$ cat src/rtl/rx_tx_sequencer_if.sv
// Control/status bundle between top-level link control and the RX/TX enable sequencer.
interface rx_tx_sequencer_if;
  logic       run;
  logic       link_up;
  logic       tx_idle;
  logic       rx_enable;
  logic       tx_enable;
  logic       running;
  logic       link_lost;
  logic       drain_timeout;
  logic [1:0] state;

  modport master (
    output run, link_up, tx_idle,
    input  rx_enable, tx_enable, running, link_lost, drain_timeout, state
  );

  modport slave (
    input  run, link_up, tx_idle,
    output rx_enable, tx_enable, running, link_lost, drain_timeout, state
  );
endinterface

$ cat src/rtl/rx_tx_sequencer.sv
// Brings RX up, lets it settle, then enables TX; on shutdown stops TX, drains, then drops RX.
module rx_tx_sequencer #(
  parameter int SETTLE_CYCLES = 16,
  parameter int DRAIN_CYCLES  = 32,
  parameter int CW            = 16
) (
  input logic             clk,
  input logic             reset,
  rx_tx_sequencer_if.slave bus
);

  typedef enum logic [1:0] {
    IDLE   = 2'd0,
    SETTLE = 2'd1,
    RUN    = 2'd2,
    DRAIN  = 2'd3
  } state_t;

  localparam logic [CW-1:0] SETTLE_LOAD = CW'(SETTLE_CYCLES - 1);
  localparam logic [CW-1:0] DRAIN_LOAD  = CW'(DRAIN_CYCLES - 1);

  state_t        state_q, state_d;
  logic [CW-1:0] cnt_q, cnt_d;
  logic          lost_d, timeout_d;
  logic          lost_q, timeout_q;
  logic          rx_q, tx_q, running_q;

  // NOTE: every always_comb output gets a default first so no path leaves it unassigned (no latch).
  always_comb begin
    state_d   = state_q;
    cnt_d     = cnt_q;
    lost_d    = 1'b0;
    timeout_d = 1'b0;
    unique case (state_q)
      IDLE: begin
        if (bus.run && bus.link_up) begin
          state_d = SETTLE;
          cnt_d   = SETTLE_LOAD;
        end
      end
      SETTLE: begin
        if (!bus.link_up) begin
          state_d = IDLE;
          lost_d  = 1'b1;
        end else if (!bus.run) begin
          state_d = IDLE;
        end else if (cnt_q == '0) begin
          state_d = RUN;
        end else begin
          cnt_d = cnt_q - CW'(1);
        end
      end
      RUN: begin
        if (!bus.link_up) begin
          state_d = IDLE;
          lost_d  = 1'b1;
        end else if (!bus.run) begin
          state_d = DRAIN;
          cnt_d   = DRAIN_LOAD;
        end
      end
      DRAIN: begin
        // A clean tx_idle exit wins over an expiring counter.
        if (!bus.link_up) begin
          state_d = IDLE;
          lost_d  = 1'b1;
        end else if (bus.tx_idle) begin
          state_d = IDLE;
        end else if (cnt_q == '0) begin
          state_d   = IDLE;
          timeout_d = 1'b1;
        end else begin
          cnt_d = cnt_q - CW'(1);
        end
      end
      default: state_d = IDLE;
    endcase
  end

  // NOTE: sequential state uses non-blocking assignments so all flops update together at the edge.
  always_ff @(posedge clk) begin
    if (reset) begin
      state_q   <= IDLE;
      cnt_q     <= '0;
      lost_q    <= 1'b0;
      timeout_q <= 1'b0;
      rx_q      <= 1'b0;
      tx_q      <= 1'b0;
      running_q <= 1'b0;
    end else begin
      state_q   <= state_d;
      cnt_q     <= cnt_d;
      lost_q    <= lost_d;
      timeout_q <= timeout_d;
      rx_q      <= (state_d != IDLE);
      tx_q      <= (state_d == RUN);
      running_q <= (state_d == RUN);
    end
  end

  assign bus.state         = state_q;
  assign bus.rx_enable     = rx_q;
  assign bus.tx_enable     = tx_q;
  assign bus.running       = running_q;
  assign bus.link_lost     = lost_q;
  assign bus.drain_timeout = timeout_q;

endmodule

$ cat src/flat_wrapper.sv
// flat-port wrapper written by rule: the top's interface ports become plain ports
module rx_tx_sequencer_flat 
#(
  parameter int SETTLE_CYCLES = 16,
  parameter int DRAIN_CYCLES  = 32,
  parameter int CW            = 16
)
  (clk, reset, bus_run, bus_link_up, bus_tx_idle, bus_rx_enable, bus_tx_enable, bus_running, bus_link_lost, bus_drain_timeout, bus_state);
  rx_tx_sequencer_if bus_i ();
  input logic clk;
  input logic reset;
  input wire logic [$bits(bus_i.run)-1:0] bus_run;
  input wire logic [$bits(bus_i.link_up)-1:0] bus_link_up;
  input wire logic [$bits(bus_i.tx_idle)-1:0] bus_tx_idle;
  output wire logic [$bits(bus_i.rx_enable)-1:0] bus_rx_enable;
  output wire logic [$bits(bus_i.tx_enable)-1:0] bus_tx_enable;
  output wire logic [$bits(bus_i.running)-1:0] bus_running;
  output wire logic [$bits(bus_i.link_lost)-1:0] bus_link_lost;
  output wire logic [$bits(bus_i.drain_timeout)-1:0] bus_drain_timeout;
  output wire logic [$bits(bus_i.state)-1:0] bus_state;
  assign bus_i.run = bus_run;
  assign bus_i.link_up = bus_link_up;
  assign bus_i.tx_idle = bus_tx_idle;
  assign bus_rx_enable = bus_i.rx_enable;
  assign bus_tx_enable = bus_i.tx_enable;
  assign bus_running = bus_i.running;
  assign bus_link_lost = bus_i.link_lost;
  assign bus_drain_timeout = bus_i.drain_timeout;
  assign bus_state = bus_i.state;
  rx_tx_sequencer #(.SETTLE_CYCLES(SETTLE_CYCLES), .DRAIN_CYCLES(DRAIN_CYCLES), .CW(CW)) u_core (.clk(clk), .reset(reset), .bus(bus_i));
endmodule
$ cat config.mk
export PLATFORM = sky130hd
export DESIGN_NAME = rx_tx_sequencer_flat
export DESIGN_NICKNAME = d
export VERILOG_FILES = /design/src/rtl/rx_tx_sequencer_if.sv /design/src/rtl/rx_tx_sequencer.sv /design/src/flat_wrapper.sv
export SDC_FILE = /design/constraint.sdc
export NUM_CORES = 1
export LEC_CHECK = 0
export ABC_AREA = 1
export BUFFER_PORTS_ARGS = -buffer_cell sky130_fd_sc_hd__buf_2
export CORE_MARGIN = 4
export CORE_UTILIZATION = 53
export DETAILED_ROUTE_END_ITERATION = 10
export PLACE_DENSITY = 0.76
export SYNTH_ARGS = -nofsm -noshare
export SYNTH_HDL_FRONTEND = slang
export SYNTH_SLANG_ARGS = --single-unit
$ cat constraint.sdc
create_clock -name clk -period 1.5 [get_ports clk]
set_input_delay 0.075 -clock clk [delete_from_list [all_inputs] [get_ports clk]]
set_output_delay 0.075 -clock clk [all_outputs]
set_load 0.1 [all_outputs]
# After elaboration in Yosys (flattened, before gate mapping)
# Index checks and enable logic that the tools add are counted.
# totals
input_bits	5
ff_bits	22
word_cells	50
# classes
muxes	21
reduce_logical	8
eq_ne	11
bitwise_logic	3
n_addsub	1
# op_table
op	count
$mux W16	8
$pmux W16 S4	1
$mux W2	9
$logic_not A16 Y1	1
$sub A16 B1 Y16 const B	1
$ne A2 B2 Y1 const B	6
$pmux W2 S4	1
$reduce_and A7 Y1	1
$eq A2 B2 Y1 const B	3
$reduce_or A4 Y1	1
$not A1 Y1	3
$reduce_or A3 Y1	1
$eq A2 B1 Y1 const B	1
$logic_not A2 Y1	1
$mux W1	2
$ne A2 B1 Y1 const B	1
$reduce_bool A2 Y1	1
$reduce_or A2 Y1	1
$logic_and A1 B1 Y1	1

# Logic depth before layout (Yosys ltp)
# depth
ltp_word	6
depth_mapped	11

# Worst setup path after synthesis
# Ideal clock, no wire load.
# synth_path
path_type	register -> register
startpoint	register u_core.state_q[0] (netlist: u_core.bus.state[0])
endpoint	register u_core.cnt_q[9]
synth_period_minus_slack_ns	2.092
path_buffers	2
path_slack_ns	-0.592
arrival_ns	1.974
path_stages_with_launch	10
cell_sequence	dfxtp_1 -> buf_6 -> nor2_4 -> nand2_1 -> nand3_2 -> nor2_4 -> nand2_2 -> buf_6 -> nor3b_1 -> nor2_1
# synth_between
elab_chain_len	3
elab_cells_between_ends	13
# synth_rtl
element	line	text
start, declared	rx_tx_sequencer.sv:22	state_t state_q, state_d;
start signal, assigned	rx_tx_sequencer.sv:91	state_q <= state_d;
$eq A2 B2 Y1, or another cell as far along	rx_tx_sequencer.sv:34	unique case (state_q)
$ne A2 B2 Y1 (no source line) / $ne A2 B1 Y1 (equally long branches)	n/a	
$reduce_and A7 Y1 (no source line)	n/a	
end signal, assigned	rx_tx_sequencer.sv:92	cnt_q <= cnt_d;
end, declared	rx_tx_sequencer.sv:23	logic [CW-1:0] cnt_q, cnt_d;
# Parallel ways exist; a longest one is shown, timed or not.
# A chain may end at the register's enable or synchronous reset.

# Worst setup path in the final report
# layout_path
startpoint	register u_core.cnt_q[1]
endpoint	register u_core.cnt_q[15]
# layout_between
elab_chain_len	5
elab_cells_between_ends	8
# layout_rtl
element	line
$sub A16 B1 Y16 / $logic_not A16 Y1 (equally long branches)	n/a
$mux W16 (*)	rx_tx_sequencer.sv:47, rx_tx_sequencer.sv:69
$mux W16 (on tied branches)	rx_tx_sequencer.sv:67, rx_tx_sequencer.sv:45
$mux W16 (on tied branches)	rx_tx_sequencer.sv:64, rx_tx_sequencer.sv:42
$pmux W16 S4 (*)	rx_tx_sequencer.sv:34
# Every way passes the cells marked *; elsewhere a longest branch is shown, timed or not. The select of a mux whose other input is x is not followed.

==> impl_metrics.toml <==
[status]
status = "completed"

[setup_path]
crit_required_ns = 1.71
cp-start-kind = "flip-flop"
crit_arrival_ns = 1.69
crit_fanout = 8
endpoint_kind = "flip-flop"
setup.worst_path.class = "flip-flop to flip-flop"

[layout]
area_growth_pct = 28.7
nFillCells = 192
final_cell_count_no_fill = 278
nets = 255
diodes = 0
final_cell_area_um2 = 1810
drive_above_1_share_pct = 37.1
final_util_pct = 72.6

[floorplanning]
core-area_um2 = 2500
start_util_pct = 56.4
die_w_um = 59.6
die-height_um = 59.6
die_area_um2 = 3550
std_cell_rows = 18
ios = 12

[timing]
min_period_over_period_pct = 98.4
setup_violations = 0
max_freq_ghz = 0.678
finalSetupTns_ns = 0
post-route-min-period_ns = 1.48
rsz0062_at_grt = "true"
layout_setup_ws_ns = 0.0246
worstMarginPinSlew_ns = 0.493
maxSlewViolCount = 0
finalClockSkew_ns = 0.00626
maxSlewHeadroom_pct = 67.4
hold_viol = 0
whs_ns = 0.0623

[clock_network]
cts_tree = "built"
clock_sinks = 22
numCtsBuffers = 3
htreeDepth = 1
clockBufferDepth = 2
cts_hold_buf = 0
clockRootBuffer = "clkbuf_4"
worstSkewPairLatency_ns = 0.32
path_clk_slew_ns = 0.13

[routing]
post_drt_via_cell_ratio = 5.10
finalWirelength_um = 3520
wl_met1_um = 1620
drtPass1Iterations = 4
drt_iter0_markers = 59
top_layer = "met4"
dr_total_vias = 1417
route.met3.wl_um = 138
drtAntennaViolNets = 0
drc_errors = 0
wire_per_inst_um = 12.7
dr_wl_met2_um = 1670

[global_route]
antenna_found_initial = 0
grt.total_usage_pct = 20.2
grt_start_max_net_pins = 15
grt_overflow = 0
grt_pass1_wl_um = 5480
grt_pass1_vias = 1239

[synth]
ys_ff_latch = 22
yosysWarnings = 0
seq_area_frac_synth_pct = 31.2
synth_cell_types = 28
syn_inst = 215
synth.largest_area_cell = "dfxtp_1"
synth_top_area_share_pct = 31.2
syn_nets = 221
avgSynthCellArea_um2 = 6.56
syn_area_um2 = 1410
synth.area.top_cells = "dfxtp_1 (31%), nand2_1 (14%), nor2_1 (12%)"

[placed_design]
port_buffers = 11
placed_area_um2 = 1650
dpl.hpwl_um = 2440
dp_cells = 270
finalWeightedCongestion = 0.891
pre_cts_ws_ns = 0.0127

[power]
power_mw = 2.25
power_density_nw_per_um2 = 1240
power_leakage_nw = 0.853
ir_worst_vdd_mv = 0.814

[min_path]
hold_path_class = "primary input to flip-flop"

[job]
drv_cap = 0
-- synth_stat cells, drive strengths merged --
cell type	count
xor2	3
nor3	4
inv	23
nor2	52
buf	6
clkbuf	2
a21oi	9
nor3b	1
nand3b	3
ha	1
dfxtp	22
nor4	2
o21bai	1
xnor2	3
nand2	58
nand3	19
nand4	1
o21ai	5
-- logic make-up (layout without fill, tap and decap cells) --
| group | after synthesis | after routing | synth area share (%) |
|---|---|---|---|
| AND/OR/NAND/NOR | 140 | 140 | 44.8 |
| flip-flops | 22 | 22 | 31.2 |
| AO/OA/AOI/OAI | 15 | 15 | 8.70 |
| adder cells (fa/ha/maj) | 1 | 1 | 0.887 |
| XOR/XNOR | 6 | 6 | 3.73 |
| buffers and inverters | 31 | 64 | 10.6 |
-- layout make-up --
| class | count | area, um^2 | area share [%] |
|---|---|---|---|
| Multi-Input combinational cell | 162 | 916 | 50.5 |
| Sequential cell | 22 | 450 | 24.8 |
| Timing Repair Buffer | 37 | 264 | 14.6 |
| Inverter | 23 | 93.8 | 5.17 |
| Tap cell | 30 | 37.5 | 2.07 |
| Clock inverter | 1 | 30.0 | 1.66 |
| Clock buffer | 3 | 22.5 | 1.24 |
-- layer usage --
layer / GRT usage [%] / vias up
met4: 6.65 / 0
met3: 2.61 / 11
li1: - / 735
met1: 28.4 / 638
met5: 0 / -
met2: 31.8 / 33
-- power by group --
group / total [mW] / switching, mW / internal (mW)
Combinational: 1.10 / 0.666 / 0.435
Sequential: 0.682 / 0.0507 / 0.632
Clock: 0.466 / 0.195 / 0.270
-- cell usage in the layout (no fill, tap or decap), types with 3 or more instances in the layout --
| master | instances |
|---|---|
| nand2_1 | 47 |
| nor2_1 | 41 |
| buf_4 | 23 |
| inv_1 | 19 |
| dfxtp_1 | 18 |
| nand3_1 | 14 |
| nand2_2 | 10 |
| buf_2 | 10 |
| a21oi_2 | 9 |
| nor2_2 | 6 |
| nor2_4 | 5 |
| nand3_2 | 4 |
| clkbuf_4 | 4 |
| inv_2 | 3 |
| nand3b_1 | 3 |
| xnor2_1 | 3 |
| xor2_1 | 3 |
| buf_6 | 3 |
-- final timing paths --
kind                                                   start                             to  slack [ns]  cells past startpoint
worst min-delay path                                   reset   u_core.cnt_q[8]$_SDFFE_PP0P_        0.06                      2
worst max register to register  u_core.cnt_q[1]$_SDFFE_PP0P_  u_core.cnt_q[15]$_SDFFE_PP0P_        0.02                     10
worst min register to register  u_core.cnt_q[1]$_SDFFE_PP0P_   u_core.cnt_q[1]$_SDFFE_PP0P_        0.52                      2
worst max-delay path            u_core.cnt_q[1]$_SDFFE_PP0P_  u_core.cnt_q[15]$_SDFFE_PP0P_        0.02                     10
-- sequential cells by signal, summed over array words and instances, names as in the netlist --
| register | flops |
|---|---|
| u_core.bus.drain_timeout | 1 |
| u_core.bus.link_lost | 1 |
| u_core.bus.rx_enable | 1 |
| u_core.bus.state | 2 |
| u_core.bus.tx_enable | 1 |
| u_core.cnt_q | 16 |
-- what timing repair did --
action                                  4_1_cts  5_1_grt
cloned                                        0        0
hold endpoints to repair                      0        0
endpoints found under the setup margin        5       19
setup buffers                                 0        4
pin swaps                                     1       11
gates resized for setup                       1       23
-- worst max-delay path: stages (launching register included) --
cell	delay [ns]
dfxtp_1	0.36
inv_1	0.07
ha_2	0.18
nand2_2	0.07
nor2_4	0.12
nand3_4	0.12
nand2_8	0.15
buf_4	0.14
nor2_1	0.04
nor2_1	0.08
nor2_1	0.04
Power figures use the tool's default switching activity.
